## config.mk

```make
export PLATFORM = sky130hd
export DESIGN_NAME = uart_tx_arb_flat
export DESIGN_NICKNAME = d
export VERILOG_FILES = /design/src/rtl/uart_tx_arb_if.sv /design/src/rtl/uart_tx_arb.sv /design/src/flat_wrapper.sv
export SDC_FILE = /design/constraint.sdc
export NUM_CORES = 1
export LEC_CHECK = 0
export CAP_MARGIN = 20
export CORE_MARGIN = 2
export CORE_UTILIZATION = 35
export DETAILED_ROUTE_END_ITERATION = 7
export GPL_TIMING_DRIVEN = 0
export PLACE_DENSITY_LB_ADDON = 0.08
export SLEW_MARGIN = 20
export SYNTH_ARGS = -nofsm -noshare
export SYNTH_HDL_FRONTEND = slang
export SYNTH_SLANG_ARGS = --single-unit
export TNS_END_PERCENT = 50
```

## constraint.sdc

```tcl
create_clock -name uclk -period 2.3 [get_ports uclk]
set_input_delay 0.46 -clock uclk [delete_from_list [all_inputs] [get_ports uclk]]
set_output_delay 0.46 -clock uclk [all_outputs]
set_load 0.005 [all_outputs]
```

## src/rtl/uart_tx_arb_if.sv

```systemverilog
`default_nettype none
// ============================================================================
// Module   : uart_tx_arb_if
// Brief    : Requester byte handshakes plus the uart_tx launch/done pair.
// Revision : 1.0
// ============================================================================
interface uart_tx_arb_if #(
    parameter int N_REQ = 4
);
    logic [N_REQ-1:0]   req_valid;
    logic [8*N_REQ-1:0] req_data;
    logic [N_REQ-1:0]   req_last;
    logic [N_REQ-1:0]   req_ready;
    logic [7:0]         tx_data;
    logic               tx_en;
    logic               tx_done;

    // master: requesters and the uart_tx byte engine; slave: the arbiter
    modport master (
        output req_valid, req_data, req_last, tx_done,
        input  req_ready, tx_data, tx_en
    );

    modport slave (
        input  req_valid, req_data, req_last, tx_done,
        output req_ready, tx_data, tx_en
    );
endinterface
`default_nettype wire

```

## src/rtl/uart_tx_arb.sv

```systemverilog
`default_nettype none
// ============================================================================
// Module   : uart_tx_arb
// Brief    : Round-robin arbiter sharing one uart_tx among N_REQ requesters,
//            with message lock, lock-gap release and tx_done watchdog.
// Revision : 1.0
// ============================================================================
module uart_tx_arb #(
    parameter int N_REQ       = 4,
    parameter int TIMEOUT_CYC = 8192,
    parameter int LOCK_GAP    = 16,
    localparam int GW         = (N_REQ > 1) ? $clog2(N_REQ) : 1
) (
    input  wire logic    uclk,
    input  wire logic    rst_n,
    uart_tx_arb_if.slave bus,
    input  wire logic    i_err_clr,
    output logic [GW-1:0] o_grant_id,
    output logic         o_busy,
    output logic         o_timeout_err
);

    localparam int CW = (TIMEOUT_CYC > 2) ? $clog2(TIMEOUT_CYC) : 1;
    localparam int LW = (LOCK_GAP > 2) ? $clog2(LOCK_GAP) : 1;
    localparam logic [CW-1:0] c_WAIT_LAST = CW'(TIMEOUT_CYC - 1);
    localparam logic [LW-1:0] c_GAP_LAST  = LW'(LOCK_GAP - 1);

    typedef enum logic [3:0] {
        S_IDLE   = 4'b0001,
        S_LAUNCH = 4'b0010,
        S_WAIT   = 4'b0100,
        S_ERR    = 4'b1000
    } state_t;

    state_t        r_state;
    state_t        w_state_nxt;
    logic [GW-1:0] r_rr_ptr;
    logic [GW-1:0] r_grant_id;
    logic          r_lock;
    logic          r_last;
    logic [7:0]    r_tx_data;
    logic          r_timeout_err;
    logic [CW-1:0] r_wait_cnt;
    logic [LW-1:0] r_gap_cnt;

    logic [GW-1:0]    w_win_id;
    logic             w_win_vld;
    logic [GW-1:0]    w_idx;
    logic [7:0]       w_win_data;
    logic             w_win_last;
    logic [N_REQ-1:0] w_ready;
    logic             w_xfer;
    logic             w_done;
    logic             w_tmo;
    logic             w_clr;
    logic             w_gap_tick;

    // Scan from the farthest offset down so the nearest requester after rr_ptr wins.
    always_comb begin
        w_win_id  = r_grant_id;
        w_win_vld = 1'b0;
        w_idx     = '0;
        if (r_lock) begin
            w_win_vld = bus.req_valid[r_grant_id];
        end else begin
            for (int k = N_REQ; k >= 1; k--) begin
                w_idx = GW'((int'(r_rr_ptr) + k) % N_REQ);
                if (bus.req_valid[w_idx]) begin
                    w_win_id  = w_idx;
                    w_win_vld = 1'b1;
                end
            end
        end
    end

    always_comb begin
        w_win_data = 8'h00;
        w_win_last = 1'b0;
        for (int i = 0; i < N_REQ; i++) begin
            if (w_win_id == GW'(i)) begin
                w_win_data = bus.req_data[8*i +: 8];
                w_win_last = bus.req_last[i];
            end
        end
    end

    always_ff @(posedge uclk or negedge rst_n) begin
        if (!rst_n) begin
            r_state <= S_IDLE;
        end else begin
            r_state <= w_state_nxt;
        end
    end

    always_comb begin
        w_state_nxt = r_state;
        w_ready     = '0;
        w_xfer      = 1'b0;
        w_done      = 1'b0;
        w_tmo       = 1'b0;
        w_clr       = 1'b0;
        case (r_state)
            S_IDLE: begin
                if (w_win_vld) begin
                    w_ready[w_win_id] = 1'b1;
                    w_xfer            = 1'b1;
                    w_state_nxt       = S_LAUNCH;
                end
            end
            S_LAUNCH: begin
                w_state_nxt = S_WAIT;
            end
            S_WAIT: begin
                // A completion in the final watchdog cycle still counts as success.
                if (bus.tx_done) begin
                    w_done      = 1'b1;
                    w_state_nxt = S_IDLE;
                end else if (r_wait_cnt == c_WAIT_LAST) begin
                    w_tmo       = 1'b1;
                    w_state_nxt = S_ERR;
                end
            end
            S_ERR: begin
                if (i_err_clr) begin
                    w_clr       = 1'b1;
                    w_state_nxt = S_IDLE;
                end
            end
            default: begin
                w_state_nxt = S_IDLE;
            end
        endcase
    end

    assign w_gap_tick = (r_state == S_IDLE) && r_lock && !bus.req_valid[r_grant_id];

    always_ff @(posedge uclk or negedge rst_n) begin
        if (!rst_n) begin
            r_rr_ptr      <= GW'(N_REQ - 1);
            r_grant_id    <= '0;
            r_lock        <= 1'b0;
            r_last        <= 1'b0;
            r_tx_data     <= 8'h00;
            r_timeout_err <= 1'b0;
            r_wait_cnt    <= '0;
            r_gap_cnt     <= '0;
        end else begin
            if (w_xfer) begin
                r_tx_data  <= w_win_data;
                r_last     <= w_win_last;
                r_grant_id <= w_win_id;
                r_gap_cnt  <= '0;
            end else if (w_gap_tick) begin
                if (r_gap_cnt == c_GAP_LAST) begin
                    r_lock    <= 1'b0;
                    r_gap_cnt <= '0;
                end else begin
                    r_gap_cnt <= r_gap_cnt + 1'b1;
                end
            end

            if (r_state == S_LAUNCH) begin
                r_wait_cnt <= '0;
            end else if (r_state == S_WAIT) begin
                r_wait_cnt <= r_wait_cnt + 1'b1;
            end

            if (w_done) begin
                if (r_last) begin
                    r_lock   <= 1'b0;
                    r_rr_ptr <= r_grant_id;
                end else begin
                    r_lock <= 1'b1;
                end
            end

            if (w_tmo) begin
                r_timeout_err <= 1'b1;
                r_lock        <= 1'b0;
            end

            if (w_clr) begin
                r_timeout_err <= 1'b0;
                r_rr_ptr      <= r_grant_id;
            end
        end
    end

    assign bus.req_ready  = w_ready;
    assign bus.tx_data    = r_tx_data;
    assign bus.tx_en      = (r_state == S_LAUNCH);
    assign o_grant_id     = r_grant_id;
    assign o_busy         = (r_state != S_IDLE);
    assign o_timeout_err  = r_timeout_err;

    a_tx_en_single: assert property (@(posedge uclk) disable iff (!rst_n)
        bus.tx_en |=> !bus.tx_en);
    a_ready_onehot: assert property (@(posedge uclk) disable iff (!rst_n)
        $onehot0(bus.req_ready));
    a_tx_en_launch: assert property (@(posedge uclk) disable iff (!rst_n)
        bus.tx_en |-> (r_state == S_LAUNCH));

endmodule
`default_nettype wire

```

## src/flat_wrapper.sv

```systemverilog
// flat-port wrapper written by rule: the top's interface ports become plain ports
module uart_tx_arb_flat 
#(
    parameter int N_REQ       = 4,
    parameter int TIMEOUT_CYC = 8192,
    parameter int LOCK_GAP    = 16,
    localparam int GW         = (N_REQ > 1) ? $clog2(N_REQ) : 1
)
  (uclk, rst_n, i_err_clr, o_grant_id, o_busy, o_timeout_err, bus_req_valid, bus_req_data, bus_req_last, bus_tx_done, bus_req_ready, bus_tx_data, bus_tx_en);
  uart_tx_arb_if #(.N_REQ(N_REQ)) bus_i ();
  input  wire logic uclk;
  input  wire logic rst_n;
  input  wire logic i_err_clr;
  output logic [GW-1:0] o_grant_id;
  output logic o_busy;
  output logic o_timeout_err;
  input wire logic [$bits(bus_i.req_valid)-1:0] bus_req_valid;
  input wire logic [$bits(bus_i.req_data)-1:0] bus_req_data;
  input wire logic [$bits(bus_i.req_last)-1:0] bus_req_last;
  input wire logic [$bits(bus_i.tx_done)-1:0] bus_tx_done;
  output wire logic [$bits(bus_i.req_ready)-1:0] bus_req_ready;
  output wire logic [$bits(bus_i.tx_data)-1:0] bus_tx_data;
  output wire logic [$bits(bus_i.tx_en)-1:0] bus_tx_en;
  assign bus_i.req_valid = bus_req_valid;
  assign bus_i.req_data = bus_req_data;
  assign bus_i.req_last = bus_req_last;
  assign bus_i.tx_done = bus_tx_done;
  assign bus_req_ready = bus_i.req_ready;
  assign bus_tx_data = bus_i.tx_data;
  assign bus_tx_en = bus_i.tx_en;
  uart_tx_arb #(.N_REQ(N_REQ), .TIMEOUT_CYC(TIMEOUT_CYC), .LOCK_GAP(LOCK_GAP)) u_core (.uclk(uclk), .rst_n(rst_n), .bus(bus_i), .i_err_clr(i_err_clr), .o_grant_id(o_grant_id), .o_busy(o_busy), .o_timeout_err(o_timeout_err));
endmodule
```

==> run_results.csv <==
group,metric,value,unit
status,status,"finished, violations left",
status,failed_checks,"setup timing",
synthesis,largest_family_of_logic_cells_by_synthesized_area,"simple AND/OR/NAND/NOR gates",
sta,highest_attainable_clock_frequency,0.3551,GHz
worst_setup_path,slowest_stage,"dfstp_2",
sta,period_minus_slack,2.816,ns
pwr,p_leak,1.505,nW
worst_setup_path,cp_data_arrival_time,2.36,ns
grt,antenna_violations_before_repair,0,
synthesis,synth_seq_cells,36,
pwr,peakVddDrop,564.6,uV
detailed_routing,first_pass_iters,4,
pwr,sw_frac_of_total,0.4137,
synthesis,ys_types,58,
placement,port-buffer-count,58,
synthesis,ys.flop_type,"dfrtp_1",
detailed_routing,detail-route-antenna-nets,0,
synthesis,multiplexer_fraction_of_the_synthesized_cell_area,0.08193,
flow_run,max_cap_viol_count,0,
cells_and_area,syn_to_final_growth,49.62,%
worst_setup_path,crit_fanout,5,
synthesis,post_synth_and_or_nand_nor_area_fraction,0.2427,
floorplanning,die_x,87.81,um
synthesis,synth_compound_gate_area_share,0.2031,
sta,timing.setup.tns,-4.008,ns
synthesis,post_synth_fa_ha_maj_area_fraction,0.01018,
worst_setup_path,critPathMostFrequentCell,"buf_6",
synthesis,yosysSeqAreaShare,0.3679,
pwr,cell_internal_pwr,2.733,mW
floorplanning,top_level_ports,61,
grt,globalRoute.totalOverflow,0,
worst_setup_path,critPathMaxStageDelay,0.54,ns
grt,maximum_number_of_pins_on_one_net_before_global_route_repair,21,
worst_setup_path,cpLargestDelayFamily,"flip-flops",
cts,tritoncts,"built",
synthesis,syn_warnings,0,
cts,cts_sinks,36,
sta,period_share,1.224,
detailed_routing,detailroute.via_count,2265,
detailed_routing,drc_marker_count_from_the_first_detailed_route_iteration,108,
grt,gr-usage-all-layers,0.1887,
pwr,sw_power,1.928,mW
synthesis,synthXorXnorAreaFrac,0.03562,
placement,finalWeightedCongestion,0.8061,
sta,setup_ws,-0.5162,ns
cts,clk_root_buffer_cell,"clkbuf_8",
cells_and_area,finish.net_count,391,
pwr,power.total,4.661,mW
sta,grt_setup_unrepaired,"true",
sta,fin_worst_hold_slack,0.1105,ns
floorplanning,initial_core_util,0.3619,
floorplanning,core_region_area,6794,um^2
synthesis,synth.avg_cell_area,9.642,um^2
worst_setup_path,kind_of_start_point_of_the_critical_path,"register",
detailed_routing,route.detailed.wl_per_inst,14.98,um
cts,htree_num_levels,2,
worst_setup_path,crit_type,"reg2out",
min_path,hold_path_class,"in2async",
cells_and_area,layout_commonest_cell,"clkdlybuf4s50_1",
synthesis,synthesis.area,2459,um^2
detailed_routing,drt_wl_total,6620,um
cells_and_area,post-route-util,0.5414,
sta,worst_slew_margin_rel,0.6575,
placement,place_worst_setup_slack,-1.363,ns
cts,clk_latency,0.29,ns
synthesis,async_flop_share,1.000,
cts,ctsLongestPathBuffers,2,
worst_setup_path,critical_path.n_buffers_inverters,3,
floorplanning,chipHeight,87.81,um
cts,clk_pin_slew_worst_paths,0.07,ns
synthesis,synth_nets,301,
pwr,power.density,1267,nW/um^2
floorplanning,std_cell_rows,30,
cells_and_area,mostFrequentLayoutCells,"clkdlybuf4s50_1, dfrtp_1, buf_4",
floorplanning,floorplan.die_area,7711,um^2
grt,global_route_wire_length_before_repair,11320,um
pwr,seqPwrFrac,0.224,
worst_setup_path,worstSetupEndpointType,"output pin",
pwr,p_comb_frac,0.656,
sta,final_max_slew_viol_count,0,
sta,setup_viol,19,
pwr,p_clk_frac,0.119,
cts,numCtsBuffers,5,
detailed_routing,viasPerCell,5.124,
synthesis,synth-edff-count,0,
sta,worst_pin_slew,0.5115,ns
cells_and_area,insertedDiodeCount,0,
grt,grt_pass1_vias,2307,
sta,hold_viol_final,0,
synthesis,cells_after_synth,255,
sta,skew,0.003486,ns
placement,place_hpwl,4689,um
cells_and_area,layout-drive-gt1-share,0.3064,
worst_setup_path,cp_required,1.84,ns
detailed_routing,residual_drc,0,
worst_setup_path,critical_path.cell_chain,"buf_6, mux4_2, a211oi_2, o31a_1, or2_4, buf_6, nor3_4, buf_2",
## metrics by stage
stage,instance area (um^2),std cells
4_1_cts,3566,439
2_1_floorplan,2472,255
3_3_place_gp,3173,409
6_report,3679,442
5_1_grt,3679,442
3_5_place_dp,3196,410
## area by class of cell
type | count | area (um^2)
Timing Repair Buffer | 84 | 785.8
Inverter | 13 | 53.80
Fill cell | 628 | 3115
Buffer | 11 | 135.1
Clock buffer | 6 | 72.57
Tap cell | 96 | 120.1
Clock inverter | 2 | 35.03
Multi-Input combinational cell | 194 | 1569
Sequential cell | 36 | 907.1
## cell families after synthesis
logic type,after synthesis
AND/OR/NAND/NOR,110
adder cells (fa/ha/maj),2
XOR/XNOR,10
buffers and inverters,25
multiplexers,17
flip-flops,36
AO/OA/AOI/OAI,55
## path summary, 6_finish.rpt
| check | cells past startpoint | startpoint | end | slack (ns) |
|---|---|---|---|---|
| setup / recovery | 8 | u_core.r_rr_ptr[0] | bus_req_ready[3] | -0.52 |
| hold reg to reg | 2 | u_core.bus.tx_data[2] | u_core.bus.tx_data[2] | 0.49 |
| setup reg to reg | 9 | u_core.r_rr_ptr[0] | u_core.r_last | -0.19 |
| hold / removal | 1 | rst_n | u_core.r_state[3] | 0.11 |
| max in group asynchronous | 2 | rst_n | u_core.r_state[2] | 1.73 |
| min in group uclk | 2 | u_core.bus.tx_data[2] | u_core.bus.tx_data[2] | 0.49 |
## repair_timing
action | 4_1_cts | 5_1_grt
endpoints found under the setup margin | 21 | 27
hold endpoints to repair | 0 | 0
hold buffers | 0 | 0
gates resized for setup | 48 | 25
pin swaps | 12 | 17
gates cloned | 0 | 0
buffers inserted | 21 | 5
## power groups by stage
stage / Sequential, mW / Combinational [mW] / Clock, mW
5_1_grt: 1.07 / 3.33 / 0.601
3_5_place_dp: 1.03 / 2.32 / 0
2_1_floorplan: 0.987 / 1.62 / 0
6_report: 1.05 / 3.06 / 0.556
4_1_cts: 1.03 / 2.86 / 0.570
3_3_place_gp: 1.03 / 2.31 / 0
## synth_stat cells, types with 5 or more instances
cell type	count	share of area
a21oi_1	9	0.018
nor2_1	29	0.044
a31oi_1	5	0.013
dfrtp_1	33	0.34
nand3b_1	9	0.027
xor2_1	8	0.028
nand2_1	23	0.035
a221oi_2	8	0.049
mux2_2	5	0.023
buf_6	6	0.027
nand2b_1	6	0.015
nand3_1	9	0.018
inv_1	13	0.020
mux2i_1	10	0.041
o21ai_0	7	0.014
## state kept, by name, summed over array words and instances (netlist names)
register / count
u_core.o_timeout_err: 1
u_core.r_gap_cnt: 4
u_core.r_rr_ptr: 2
u_core.r_last: 1
u_core.r_wait_cnt: 13
u_core.r_lock: 1
u_core.o_grant_id: 2
u_core.r_state: 4
u_core.bus.tx_data: 8
## routing by layer
metal | routed length [um] | track usage | vias to the layer above
li1 | - | - | 1108
met1 | 3045 | 0.2639 | 1086
met2 | 3139 | 0.2955 | 64
met3 | 343 | 0.04241 | 7
met4 | 91 | 0.05035 | 0
met5 | 0 | 0 | -
Power figures use the tool's default switching activity.
